--- src/rtl/move_sequencer.sv ---
// move_sequencer: fetch/execute control sequencer for the register-move
// instructions MFHI, MFLO, MTHI and MTLO, plus NOP.
//
// Ports
//   clk                 rising-edge clock
//   clr                 asynchronous active-low reset
//   run                 level: 1 = keep fetching, 0 = stop at next boundary
//   opcode[OPW-1:0]     IR opcode field, valid from T3 onward
//   PCout..IRin         fetch controls (T0..T2)
//   Gra..LOin           execute controls (T3)
//   done                one-cycle pulse during each legal T3
//   illegal             sticky flag, set when an unsupported opcode reaches T3
//   state[3:0]          current state code (debug)
//
// Sequence: IDLE -> T0 -> T1 (1+MEM_WAIT cycles) -> T2 -> T3 -> T0/IDLE,
// with T3 -> HALT on an unsupported opcode. HALT is left only through clr.
module move_sequencer #(
    parameter int OPW      = 5,
    parameter int MEM_WAIT = 0,
    parameter logic [OPW-1:0] OP_MFHI = OPW'(5'b10000),
    parameter logic [OPW-1:0] OP_MFLO = OPW'(5'b10001),
    parameter logic [OPW-1:0] OP_MTHI = OPW'(5'b10010),
    parameter logic [OPW-1:0] OP_MTLO = OPW'(5'b10011),
    parameter logic [OPW-1:0] OP_NOP  = OPW'(5'b11010)
) (
    input  logic           clk,
    input  logic           clr,
    input  logic           run,
    input  logic [OPW-1:0] opcode,
    output logic           PCout,
    output logic           MARin,
    output logic           IncPC,
    output logic           MDRread,
    output logic           MDRin,
    output logic           MDRout,
    output logic           IRin,
    output logic           Gra,
    output logic           Rin,
    output logic           Rout,
    output logic           HIout,
    output logic           LOout,
    output logic           HIin,
    output logic           LOin,
    output logic           done,
    output logic           illegal,
    output logic [3:0]     state
);

    typedef enum logic [3:0] {
        S_IDLE = 4'd0,
        S_T0   = 4'd7,
        S_T1   = 4'd8,
        S_T2   = 4'd9,
        S_T3   = 4'd10,
        S_HALT = 4'd15
    } state_e;

    localparam logic [2:0] WAIT_LOAD = 3'(MEM_WAIT);

    state_e     state_q, state_d;
    logic [2:0] wait_q, wait_d;
    logic       op_legal_s;
    logic       pcout_q, marin_q, incpc_q, mdrread_q, mdrin_q, mdrout_q, irin_q;
    logic       illegal_q;

    // Opcode legality: only meaningful while in T3.
    always_comb begin
        op_legal_s = (opcode == OP_MFHI) || (opcode == OP_MFLO) ||
                     (opcode == OP_MTHI) || (opcode == OP_MTLO) ||
                     (opcode == OP_NOP);
    end

    // Next-state and wait-counter logic.
    always_comb begin
        state_d = state_q;
        wait_d  = wait_q;
        case (state_q)
            S_IDLE: begin
                if (run) begin
                    state_d = S_T0;
                end else begin
                    state_d = S_IDLE;
                end
            end
            S_T0: begin
                state_d = S_T1;
                wait_d  = WAIT_LOAD;
            end
            S_T1: begin
                // Counter stops at zero on the last T1 cycle, so it never wraps.
                if (wait_q == 3'd0) begin
                    state_d = S_T2;
                    wait_d  = 3'd0;
                end else begin
                    state_d = S_T1;
                    wait_d  = wait_q - 3'd1;
                end
            end
            S_T2: begin
                state_d = S_T3;
            end
            S_T3: begin
                if (!op_legal_s) begin
                    state_d = S_HALT;
                end else if (run) begin
                    state_d = S_T0;
                end else begin
                    state_d = S_IDLE;
                end
            end
            S_HALT: begin
                state_d = S_HALT;
            end
            default: begin
                state_d = S_IDLE;
                wait_d  = 3'd0;
            end
        endcase
    end

    // State, wait counter, sticky illegal flag and registered fetch controls.
    // Fetch controls are registered from the next state so they line up with
    // the state they belong to and come straight out of flops.
    always_ff @(posedge clk or negedge clr) begin
        if (!clr) begin
            state_q   <= S_IDLE;
            wait_q    <= 3'd0;
            illegal_q <= 1'b0;
            pcout_q   <= 1'b0;
            marin_q   <= 1'b0;
            incpc_q   <= 1'b0;
            mdrread_q <= 1'b0;
            mdrin_q   <= 1'b0;
            mdrout_q  <= 1'b0;
            irin_q    <= 1'b0;
        end else begin
            state_q   <= state_d;
            wait_q    <= wait_d;
            illegal_q <= illegal_q || (state_d == S_HALT);
            pcout_q   <= (state_d == S_T0);
            marin_q   <= (state_d == S_T0);
            incpc_q   <= (state_d == S_T0);
            mdrread_q <= (state_d == S_T1);
            mdrin_q   <= (state_d == S_T1);
            mdrout_q  <= (state_d == S_T2);
            irin_q    <= (state_d == S_T2);
        end
    end

    // Execute controls: the opcode only becomes valid once T3 is entered, so
    // these decode the registered T3 state together with the live opcode.
    always_comb begin
        Gra   = 1'b0;
        Rin   = 1'b0;
        Rout  = 1'b0;
        HIout = 1'b0;
        LOout = 1'b0;
        HIin  = 1'b0;
        LOin  = 1'b0;
        done  = 1'b0;
        if (state_q == S_T3) begin
            done = op_legal_s;
            case (opcode)
                OP_MFHI: begin Gra = 1'b1; Rin  = 1'b1; HIout = 1'b1; end
                OP_MFLO: begin Gra = 1'b1; Rin  = 1'b1; LOout = 1'b1; end
                OP_MTHI: begin Gra = 1'b1; Rout = 1'b1; HIin  = 1'b1; end
                OP_MTLO: begin Gra = 1'b1; Rout = 1'b1; LOin  = 1'b1; end
                default: begin Gra = 1'b0; end
            endcase
        end else begin
            done = 1'b0;
        end
    end

    assign PCout   = pcout_q;
    assign MARin   = marin_q;
    assign IncPC   = incpc_q;
    assign MDRread = mdrread_q;
    assign MDRin   = mdrin_q;
    assign MDRout  = mdrout_q;
    assign IRin    = irin_q;
    assign illegal = illegal_q;
    assign state   = state_q;

endmodule
--- config.mk ---
export PLATFORM = sky130hd
export DESIGN_NAME = move_sequencer
export DESIGN_NICKNAME = d
export VERILOG_FILES = /design/src/rtl/move_sequencer.sv
export SDC_FILE = /design/constraint.sdc
export NUM_CORES = 1
export LEC_CHECK = 0
export BUFFER_PORTS_ARGS = -buffer_cell sky130_fd_sc_hd__buf_2
export CELL_PAD_IN_SITES_DETAIL_PLACEMENT = 1
export CELL_PAD_IN_SITES_GLOBAL_PLACEMENT = 2
export CORE_ASPECT_RATIO = 0.8
export CORE_UTILIZATION = 27
export CTS_CLUSTER_DIAMETER = 150
export DETAILED_ROUTE_END_ITERATION = 16
export PLACE_DENSITY_LB_ADDON = 0.05
export SYNTH_ARGS = -nofsm -noshare
export SYNTH_HDL_FRONTEND = slang
export SYNTH_SLANG_ARGS = --single-unit
--- constraint.sdc ---
create_clock -name clk -period 1.9 [get_ports clk]
set_clock_uncertainty 0.05 [all_clocks]
set_input_delay 0.475 -clock clk [delete_from_list [all_inputs] [get_ports clk]]
set_output_delay 0.475 -clock clk [all_outputs]
set_load 0.02 [all_outputs]
### Word-level counts from Yosys, hierarchy flattened

Cells that the tools add are included.

| storage, ports and cells | value |
|---|---|
| output and inout port bits | 20 |
| bits of input ports | 8 |
| word-level logic and storage cells | 53 |
| register bits | 11 |

| cells by class | value |
|---|---|
| equality and inequality tests | 14 |
| add/subtract/negate cells | 1 |
| reduce and logical (&&, ||, !) cells | 11 |
| multiplexer cells | 21 |

Operators with widths:

| cell | count |
|---|---|
| $eq 4x4->1 const B | 7 |
| $eq 5x5->1 const B | 5 |
| $pmux 4 s6 | 1 |
| $mux 1 | 16 |
| $eq 4x3->1 const B | 2 |
| $reduce_or 4->1 | 2 |
| $mux 3 | 2 |
| $pmux 3 s2 | 1 |
| $logic_or 1x1->1 | 5 |
| $logic_not 4->1 | 1 |
| $mux 4 | 1 |
| $reduce_or 2->1 | 2 |
| $logic_not 3->1 | 1 |
| $sub 3x1->3 const B | 1 |

### Logic depth before layout (Yosys ltp)

Gate-level depths: netlist of run 1.

| logic depth | value |
|---|---|
| word-level depth | 9 |
| depth in mapped cells | 6 |
| mapped depth without buffers | 5 |

### Least setup slack after synthesis of run 1

No wires, ideal clock.

| timing | value |
|---|---|
| path kind | register to output |
| start point | register state_q[0], in the netlist state[0] |
| end point | output port done |
| slack | -0.603 ns |
| cell stages (with the launch flop) | 4 |
| required time | 1.375 ns |
| buffers on the path | 1 |
| arrival time | 1.978 ns |
| cells stage by stage | dfrtp_1 -> buf_6 -> or2_4 -> a2111oi_0 |

| between the ends | value |
|---|---|
| longest elaborated chain between the ends | 2 |

Ends and longest elaborated chain:

| item | line | source |
|---|---|---|
| start: declaration | 60 | `state_e state_q, state_d;` |
| start signal: assignment | 137 | `state_q <= state_d;` |
| $eq 4x4->1 | 161 | `if (state_q == S_T3) begin` |
| $mux 1 | 161 |  |
| end: declaration | 44 | `output logic done,` |

No other way between the ends.

### Worst setup path in the final report of run 1

Ends and elaborated chain as after synthesis.

==> impl_metrics.csv, run 1 <==
group,metric,value,unit
synthesis,synth.distinct_cells,35,
synthesis,netlist_area,664,µm²
detailed_routing,first_pass_iters,10,
pwr,swShare,23.0,%
pwr,peakVddDrop,287,µV
outcome,failed_checks,"DRC, setup timing",
timing,max_slew_margin,77.3,%
die,fp.dieW,57.5,µm
placed_design,hpwl,1.35,mm
finish,drive_above_1_share,56.7,%
synthesis,avgSynthCellArea,10.5,µm²
critical_path,cp_top_family,"buffers and inverters",
finish,area_growth,52.7,%
synthesis,synth_fa_ha_area_share,3.77,%
pwr,p_comb_share,6.8,%
cts,h-tree-depth,1,
flow_run,max_cap_violations,0,
global_routing,grt_pass1_vias,585,
pwr,seqPwrFrac,54.8,%
critical_path,crit_chain,"or2_4 -> buf_4 -> buf_6 -> a2111oi_4 -> buf_4",
die,coreArea,0.00223,mm²
detailed_routing,drc,3,
timing,hold_viol_final,0,
timing,fin_crit_sh,112,%
timing,timing.final.ws_setup,-0.226,ns
synthesis,synth-simple-area-share,31.6,%
global_routing,grt_use_met3,5.90,%
finish,final_cell_mix,"buf_2, buf_4, dfrtp_1",
global_routing,top_usage_layer,"met2",
synthesis,synth_top_cell_by_area,"dfrtp_1",
die,die-area,0.00266,mm²
timing,rsz0062_at_grt,"true",
cts,cts_tree,"built",
cts,clockBufferDepth,2,
die,start_util,29.7,%
pwr,p_leak,0.482,nW
cts,worstSkewPairLatency,0.27,ns
hold_path,hold_class,"primary input to asynchronous set/reset pin",
timing,finalMaxSlewViolations,0,
detailed_routing,via_count,627,
finish,antenna_cells,0,
cts,clkTransAtPathRegs,0.07,ns
global_routing,grt-ovfl-total,0,
detailed_routing,drt_iter0_drc,9,
finish,finalNetCount,115,
critical_path,cpMostUsedCell,"buf_4",
global_routing,grtUsageMet1,21.6,%
timing,tns,-1.27,ns
timing,finalSetupViolCount,8,
pwr,intPower,0.328,mW
pwr,p_per_area,420,mW/mm²
global_routing,track_usage,15.2,%
synthesis,yosys-mux-area-fraction,0,%
global_routing,grt_pass1_wl,2.91,mm
placed_design,placedCellCount,119,
global_routing,grtUsageMet2,21.9,%
cts,clkSinkCount,11,
critical_path,critPathKind,"register to output pin",
pwr,switching_power,0.0981,mW
placed_design,gp_congestion,0.675,
detailed_routing,finalWirelength,1.78,mm
synthesis,syn_inst,63,
cts,numCtsBuffers,3,
global_routing,antenna_found_initial,0,
finish,stdcell_count,129,
timing,worst-slew-pin-transition,0.340,ns
global_routing,grt_max_degree,12,
synthesis,synth.top_cell.area_share,41.4,%
finish,post-route-util,45.4,%
critical_path,end_kind,"output pin",
synthesis,synth.area.top_cells,"dfrtp_1, nand2b_1, buf_4, ha_1, and2b_1",
die,rows,15,
critical_path,cp_slowest_stage_delay,0.40,ns
finish,final_common_cell,"buf_2",
cts,cts-root-buf,"clkbuf_4",
cts,holdBufCountCts,0,
die,die_y,46.4,µm
outcome,status,"finished, violations left",
synthesis,yosysSeqAreaShare,41.4,%
pwr,p_clk_share,38.4,%
pwr,power,0.426,mW
critical_path,worstPathMaxFanout,2,
synthesis,synth_nets,73,
synthesis,synth_top_family_by_area,"simple AND/OR/NAND/NOR gates",
synthesis,synth-compound-area-share,15.3,%
timing,clock.fmax,470,MHz
critical_path,critPathLaunchType,"register",
detailed_routing,via_per_inst,4.86,
die,ios,28,
detailed_routing,wl_per_cell,13.8,µm
timing,min_period,2.13,ns
critical_path,cp.required,1.37,ns
synthesis,yosysWarnings,0,
critical_path,worstPathArrival,1.60,ns
synthesis,synth-xor-area-share,0,%
critical_path,critPathSlowestCell,"dfrtp_2",
critical_path,path_buf_inv,3,
placed_design,io_buffer_count,27,
synthesis,synth-seq-cells,11,
detailed_routing,ant_nets,0,
-- final timing paths --
check / cells after the start / slack, ns / to / start
max: 5 / -0.23 / done / state[0]$_DFF_PN0_
min: 1 / 0.01 / state[2]$_DFF_PN0_ / clr
max reg2reg: 7 / 0.19 / MDRin$_DFF_PN0_ / state[0]$_DFF_PN0_
min reg2reg: 1 / 0.45 / illegal$_DFF_PN0_ / illegal$_DFF_PN0_
max in group asynchronous: 1 / 1.56 / state[0]$_DFF_PN0_ / clr
min in group clk: 1 / 0.45 / illegal$_DFF_PN0_ / illegal$_DFF_PN0_
-- state kept, by name (all words and copies together), names as in the netlist --
signal	count
state	4
IncPC	1
illegal	1
MDRin	1
IRin	1
wait_q	3
-- synthesized netlist by cell type --
library cell and instances:
o311ai_2 1, nand3_1 1, buf_6 1, nand3b_1 1, o311a_1 1, o21a_1 1, and2_1 3, inv_1 3
a22o_1 1, dfrtp_1 11, a21o_1 1, nor2_1 2, or3_1 1, nor3_2 1, a211oi_1 1, nand4_1 1
o31ai_1 1, nor4_1 1, or2_4 1, a21oi_1 1, buf_4 4, nand4bb_1 1, or4_4 1, and2b_1 3
and3_1 1, o21ai_0 1, nor2b_1 2, nor4_4 1, a31oi_1 1, nand2_2 1, a2111oi_0 1, ha_1 2
a32o_2 1, nand2_1 3, nand2b_1 5
-- final cells by class --
type	instances	area, µm²
multi-input cells	44	368
fillers	278	1220
repair buffers	42	302
well taps	25	31.3
flip-flops and latches	11	277
clock buffers	4	26.3
inverters	3	11.3
-- cells by family after synthesis --
family                     count (synthesis)
adders and majority gates                  2
DFF                                       11
buffers and inverters                      8
and+or+nand+nor                           30
AOI/OAI and AO/OA                         12
-- power groups by stage --
stage / sequential (mW) / clock [mW] / combinational (mW)
2_1_floorplan: 0.239 / 0 / 0.00530
3_3_place_gp: 0.239 / 0 / 0.0267
3_5_place_dp: 0.239 / 0 / 0.0270
4_1_cts: 0.234 / 0.173 / 0.0293
5_1_grt: 0.234 / 0.184 / 0.0331
6_report: 0.234 / 0.164 / 0.0289
-- metal layers --
metal | share of wire (%) | wire length (µm)
met1 | 51 | 917
met2 | 43 | 759
met3 | 5.7 | 102
met4 | 0.22 | 4
met5 | 0 | 0
-- metrics by stage --
| stage | hold slack [ns] | setup slack, ns | area, µm² |
|---|---|---|---|
| floorplan | 0.129 | -0.318 | 676 |
| global placement | 0.309 | -0.158 | 868 |
| detailed placement | 0.313 | -0.201 | 868 |
| CTS | 0.00875 | -0.225 | 990 |
| global route | 0.0185 | -0.311 | 1010 |
| finish | 0.0131 | -0.226 | 1010 |
-- repair_timing --
action	in CTS	in global routing
buffers inserted	4	2
pin swaps	3	0
gates resized for setup	17	3
setup endpoints to repair	8	8
hold endpoints to repair	0	0
No activity file was read; power rests on OpenSTA's default activity.
==> run 2: changes to the inputs <==
--- a/config.mk
+++ b/config.mk
@@ -9,8 +9,9 @@
 export CELL_PAD_IN_SITES_DETAIL_PLACEMENT = 1
 export CELL_PAD_IN_SITES_GLOBAL_PLACEMENT = 2
 export CORE_ASPECT_RATIO = 0.8
+export CORE_MARGIN = 2
 export CORE_UTILIZATION = 27
-export CTS_CLUSTER_DIAMETER = 150
+export CTS_CLUSTER_DIAMETER = 200
 export DETAILED_ROUTE_END_ITERATION = 16
 export PLACE_DENSITY_LB_ADDON = 0.05
 export SYNTH_ARGS = -nofsm -noshare
==> run 2 against run 1 <==
The run ends with setup timing left. Sequential cell count is the same. Core utilization is 5.3 points lower. Fmax up 0.42%. Setup slack improved by 0.0088 ns. Cell area decreased by 5.8%. Critical endpoint is now HIout. Highest routed layer unchanged. Largest cell class unchanged. Hold slack worse by 0.00090 ns. Global-route usage fell by 2.0 points. Clock power decreased by 4%.
==> impl_metrics.csv, run 2 (synthesis results as in run 1) <==
group,metric,value,unit
outcome,status,"finished, violations left",
outcome,failed_checks,"setup timing",
pwr,peakVddDrop,222,µV
global_routing,grt_pass1_wl,2.82,mm
placed_design,hpwl,1.36,mm
timing,timing.final.ws_setup,-0.217,ns
timing,fin_crit_sh,111,%
timing,rsz0062_at_grt,"true",
die,rows,16,
detailed_routing,finalWirelength,1.68,mm
cts,clkTransAtPathRegs,0.07,ns
critical_path,critPathLaunchType,"register",
timing,hold_slack,0.0122,ns
flow_run,max_cap_violations,0,
timing,worst-slew-pin-transition,0.358,ns
global_routing,antenna_found_initial,0,
timing,finalMaxSlewViolations,0,
finish,drive_above_1_share,53.5,%
cts,numCtsBuffers,3,
die,coreArea,0.00238,mm²
die,ios,28,
global_routing,track_usage,13.3,%
pwr,p_per_area,436,mW/mm²
global_routing,grt-ovfl-total,0,
finish,final_common_cell,"buf_2",
timing,min_period,2.12,ns
critical_path,crit_chain,"or2_4 -> nor4_4 -> and2b_2 -> and2b_2 -> buf_6",
detailed_routing,ant_nets,0,
critical_path,cp_top_family,"simple AND/OR/NAND/NOR gates",
finish,antenna_cells,0,
die,die_y,48.4,µm
finish,multi_input_area,350,µm²
detailed_routing,via_per_inst,4.94,
finish,area_growth,43.9,%
critical_path,worstPathArrival,1.59,ns
finish,final_cell_mix,"buf_2, dfrtp_1, buf_4",
critical_path,cp.required,1.37,ns
critical_path,worstPathMaxFanout,4,
timing,hold_viol_final,0,
die,die-area,0.00288,mm²
cts,cts_tree,"built",
critical_path,end_kind,"output pin",
critical_path,critPathSlowestCell,"dfrtp_2",
cts,cts-root-buf,"clkbuf_4",
detailed_routing,via_count,622,
global_routing,grt_max_degree,12,
die,fp.dieW,59.5,µm
hold_path,hold_class,"primary input to asynchronous set/reset pin",
die,start_util,27.9,%
timing,tns,-1.29,ns
detailed_routing,drt_iter0_drc,3,
finish,post-route-util,40.1,%
critical_path,path_buf_inv,1,
timing,clock.fmax,472,MHz
finish,seq_area,277,µm²
cts,holdBufCountCts,0,
detailed_routing,wl_per_cell,13.3,µm
finish,nFillCells,285,
finish,finalNetCount,110,
detailed_routing,first_pass_iters,4,
finish,largest_reg_flops,4,
timing,finalSetupViolCount,8,
cts,clockBufferDepth,2,
critical_path,cp_slowest_stage_delay,0.40,ns
critical_path,cpMostUsedCell,"and2b_2",
detailed_routing,drc,0,
placed_design,gp_congestion,0.696,
critical_path,critPathKind,"register to output pin",
placed_design,io_buffer_count,27,
cts,h-tree-depth,1,
timing,max_slew_margin,75.9,%
global_routing,grt_pass1_vias,607,
cts,worstSkewPairLatency,0.27,ns
pwr,p_leak,0.457,nW
cts,clkSinkCount,11,
run 2: cell types whose count changed in the layout (fill, tap and decap cells not counted):
cell and change:
a2111oi_1 +1, a2111oi_4 -1, buf_2 +1, buf_4 -5
buf_6 -1
run 2: metrics by stage:
step	area [µm²]	setup WS (ns)	instances	power [mW]
finish	956	-0.217	126	0.416
global route	956	-0.332	126	0.442
CTS	941	-0.244	125	0.427
detailed placement	856	-0.250	119	0.265
global placement	856	-0.215	119	0.264
floorplan	676	-0.318	63	0.244
run 2: area by class of cell:
cell class | instances | share of cell area (%)
Timing Repair Buffer | 37 | 27.0
Multi-Input combinational cell | 44 | 36.6
Clock buffer | 4 | 2.75
Inverter | 3 | 1.18
Tap cell | 27 | 3.53
Sequential cell | 11 | 28.9
run 2: layer usage:
layer	wire, µm	GRT usage (%)	up-vias
met3	108	4.81	2
li1	-	-	294
met2	743	18.9	25
met1	809	18.4	301
met4	17	4.55	0
met5	0	0	-
run 2: path summary, 6_finish.rpt:
check	endpoint	slack, ns	from	cells past startpoint
min in group clk	illegal$_DFF_PN0_	0.43	illegal$_DFF_PN0_	1
worst min-delay path	state[3]$_DFF_PN0_	0.01	clr	1
worst max register to register	wait_q[1]$_DFFE_PN0N_	0.35	state[0]$_DFF_PN0_	5
worst min register to register	illegal$_DFF_PN0_	0.43	illegal$_DFF_PN0_	1
max in group asynchronous	state[0]$_DFF_PN0_	1.57	clr	1
worst max-delay path	HIout	-0.22	state[0]$_DFF_PN0_	5
run 2: report_power, final:
group | total (mW) | internal, mW | switching [mW]
Clock | 0.157 | 0.0813 | 0.0759
Sequential | 0.234 | 0.234 | 0
Combinational | 0.0252 | 0.0116 | 0.0136
Total | 0.416 | 0.327 | 0.0895
run 2: repair_timing:
action	in CTS	in global routing
pin swaps	1	1
endpoints found under the setup margin	8	8
setup buffers	2	1
gates resized for setup	14	2
hold endpoints to repair	0	0
==> run 3: changes to the inputs <==
--- a/config.mk
+++ b/config.mk
@@ -5,12 +5,13 @@
 export SDC_FILE = /design/constraint.sdc
 export NUM_CORES = 1
 export LEC_CHECK = 0
+export ABC_AREA = 1
 export BUFFER_PORTS_ARGS = -buffer_cell sky130_fd_sc_hd__buf_2
 export CELL_PAD_IN_SITES_DETAIL_PLACEMENT = 1
 export CELL_PAD_IN_SITES_GLOBAL_PLACEMENT = 2
 export CORE_ASPECT_RATIO = 0.8
 export CORE_MARGIN = 2
-export CORE_UTILIZATION = 27
+export CORE_UTILIZATION = 23
 export CTS_CLUSTER_DIAMETER = 200
 export DETAILED_ROUTE_END_ITERATION = 16
 export PLACE_DENSITY_LB_ADDON = 0.05
==> run 3 against run 2 <==
The flow now finishes without violations. Clock-buffer cell count stayed put. Critical path type unchanged. Cell count is 29% higher. Largest cell class unchanged. Highest routed layer is now met3. Global-route usage is 1.6 points lower. Register-to-register slack better by 0.18 ns. Combinational power grew to 22 times the previous value. Cell area is 2.0% lower. First-iteration DRC count is 100% higher.
==> impl_metrics.csv, run 3 <==
group,metric,value,unit
synthesis,synth.most_common_cell,"nand2_1",
cts,holdBufCountCts,0,
synthesis,synth-edff-count,0,
placed_design,placedCellCount,154,
finish,stdcell_count,163,
synthesis,yosysSeqAreaShare,41.4,%
pwr,power,1.04,mW
critical_path,cp_slowest_stage_delay,0.45,ns
global_routing,grt_max_degree,12,
timing,finalMaxSlewViolations,0,
synthesis,synth-seq-cells,11,
synthesis,synth_nets,102,
cts,cts_tree,"built",
finish,antenna_cells,0,
hold_path,hold_class,"primary input to asynchronous set/reset pin",
global_routing,antenna_found_initial,0,
global_routing,grt-ovfl-total,0,
synthesis,syn_inst,92,
finish,area_growth,41.1,%
detailed_routing,drc,0,
timing,max_slew_margin,83.4,%
detailed_routing,via_per_inst,4.07,
placed_design,dpl-instance-area,825,µm²
timing,worst-slew-pin-transition,0.249,ns
synthesis,avgSynthCellArea,7.22,µm²
die,die-area,0.00334,mm²
placed_design,io_buffer_count,27,
outcome,status,"completed",
timing,hold_viol_final,0,
synthesis,synth_top_cell_by_area,"dfrtp_1",
finish,largest_reg_flops,4,
detailed_routing,via_count,663,
finish,finalNetCount,136,
die,ios,28,
critical_path,cp.required,1.37,ns
finish,final_common_cell,"nand2_1",
critical_path,critPathLaunchType,"register",
finish,design_area,937,µm²
synthesis,synth.top_cell.area_share,41.4,%
detailed_routing,first_pass_iters,3,
critical_path,cp_top_family,"simple AND/OR/NAND/NOR gates",
critical_path,crit_chain,"nor2_4 -> nand4_4 -> nor3_2 -> buf_4",
detailed_routing,drt_iter0_drc,6,
die,start_util,24.2,%
die,fp.dieW,64.1,µm
cts,h-tree-depth,1,
pwr,p_leak,0.575,nW
synthesis,synth.distinct_cells,18,
flow_run,max_cap_violations,0,
critical_path,end_kind,"output pin",
synthesis,async_flop_share,100,%
finish,final_cell_mix,"nand2_1, buf_2, inv_1, nor2_1, buf_4",
cts,clkSinkCount,11,
timing,clock.fmax,530,MHz
cts,clockBufferDepth,2,
cts,worstSkewPairLatency,0.26,ns
timing,hold_slack,0.0210,ns
die,die_y,52.1,µm
critical_path,worstPathArrival,1.36,ns
placed_design,hpwl,1.42,mm
cts,numCtsBuffers,3,
critical_path,critPathSlowestCell,"dfrtp_2",
placed_design,gp_congestion,0.718,
pwr,p_per_area,1110,mW/mm²
timing,finalSetupViolCount,0,
synthesis,netlist_top_cells_count,"nand2_1, inv_1, nor2_1",
critical_path,worstPathMaxFanout,7,
pwr,peakVddDrop,501,µV
global_routing,grt_pass1_vias,639,
critical_path,critPathKind,"register to output pin",
timing,fin_crit_sh,99.2,%
die,rows,17,
cts,cts-root-buf,"clkbuf_4",
critical_path,path_buf_inv,1,
cts,clkTransAtPathRegs,0.07,ns
timing,rsz0062_at_grt,"true",
timing,min_period,1.89,ns
global_routing,track_usage,11.7,%
synthesis,synth.area.top_cells,"dfrtp_1, nand2_1, inv_1, nor2_1, buf_4",
synthesis,netlist_area,664,µm²
detailed_routing,finalWirelength,1.80,mm
finish,drive_above_1_share,40.8,%
synthesis,synthFlopType,"dfrtp_1",
detailed_routing,ant_nets,0,
detailed_routing,wl_per_cell,11.0,µm
global_routing,grt_pass1_wl,2.90,mm
synthesis,yosysWarnings,0,
timing,tns,0,ns
die,coreArea,0.00274,mm²
==> run 3: cell types whose count changed in the layout (fill, tap and decap cells not counted), sizes merged, moves of 3 or more <==
cell	delta
nand2	+24
nor2	+15
inv	+13
nand2b	-5
buf	-4
nor3	+4
and2	-3
and2b	-3
==> run 3: path summary, 6_finish.rpt <==
| kind | cells after the start | slack [ns] | start | to |
|---|---|---|---|---|
| worst max register to register | 5 | 0.53 | wait_q[0]$_DFFE_PN0N_ | MDRin$_DFF_PN0_ |
| worst max-delay path | 4 | 0.01 | state[2]$_DFF_PN0_ | HIout |
| min in group clk | 2 | 0.42 | illegal$_DFF_PN0_ | illegal$_DFF_PN0_ |
| max in group asynchronous | 1 | 1.56 | clr | state[2]$_DFF_PN0_ |
| worst min register to register | 2 | 0.42 | illegal$_DFF_PN0_ | illegal$_DFF_PN0_ |
| worst min-delay path | 1 | 0.02 | clr | state[0]$_DFF_PN0_ |
==> run 3: metal layers <==
metal  track usage (%)  vias up  wire (µm)
li1                  -      336          -
met1              15.3      304        862
met2              18.2       23        800
met3              5.63        0        134
met4              1.06        0          0
met5                 0        -          0
==> run 3: timing repair <==
item                       4_1_cts  5_1_grt
resized for setup                4       10
setup endpoints to repair        6        6
pin swaps                        1        2
setup buffers                    3        2
hold endpoints to repair         0        0
cloned                           0        0
==> run 3: worst reg2reg max path, cell delays in order, from the launching register on <==
cell and delay (ns):
dfrtp_1 0.40, or2_2 0.31, inv_1 0.06, ha_1 0.15
and3_1 0.21, nor3_1 0.07
==> run 3: stage by stage <==
step | worst slack, ns | util (%)
4_1_cts | 0.00543 | 32.4
5_1_grt | -0.0970 | 34.2
3_3_place_gp | 0.129 | 30.1
3_5_place_dp | 0.101 | 30.1
2_1_floorplan | 0.0122 | -
6_report | 0.0148 | 34.2
==> run 3: cell families (layout without fill, tap and decap cells) <==
kind of cell	Yosys count	in the layout	share of synthesized area, %
adders and majority gates	2	2	3.77
DFF	11	11	41.4
and+or+nand+nor	57	57	39.7
buffers and inverters	20	53	13.6
AOI/OAI and AO/OA	2	2	1.51
==> run 3: final cells by class <==
cell class	count	area [µm²]
clock buffers	4	26.3
fillers	348	1810
inverters	16	60.1
multi-input cells	61	328
flip-flops and latches	11	278
well taps	38	47.5
repair buffers	33	198
==> run 3: power breakdown <==
| part | internal (mW) | switching (mW) |
|---|---|---|
| clock network | 0.0810 | 0.0689 |
| logic | 0.198 | 0.347 |
| registers | 0.291 | 0.0495 |
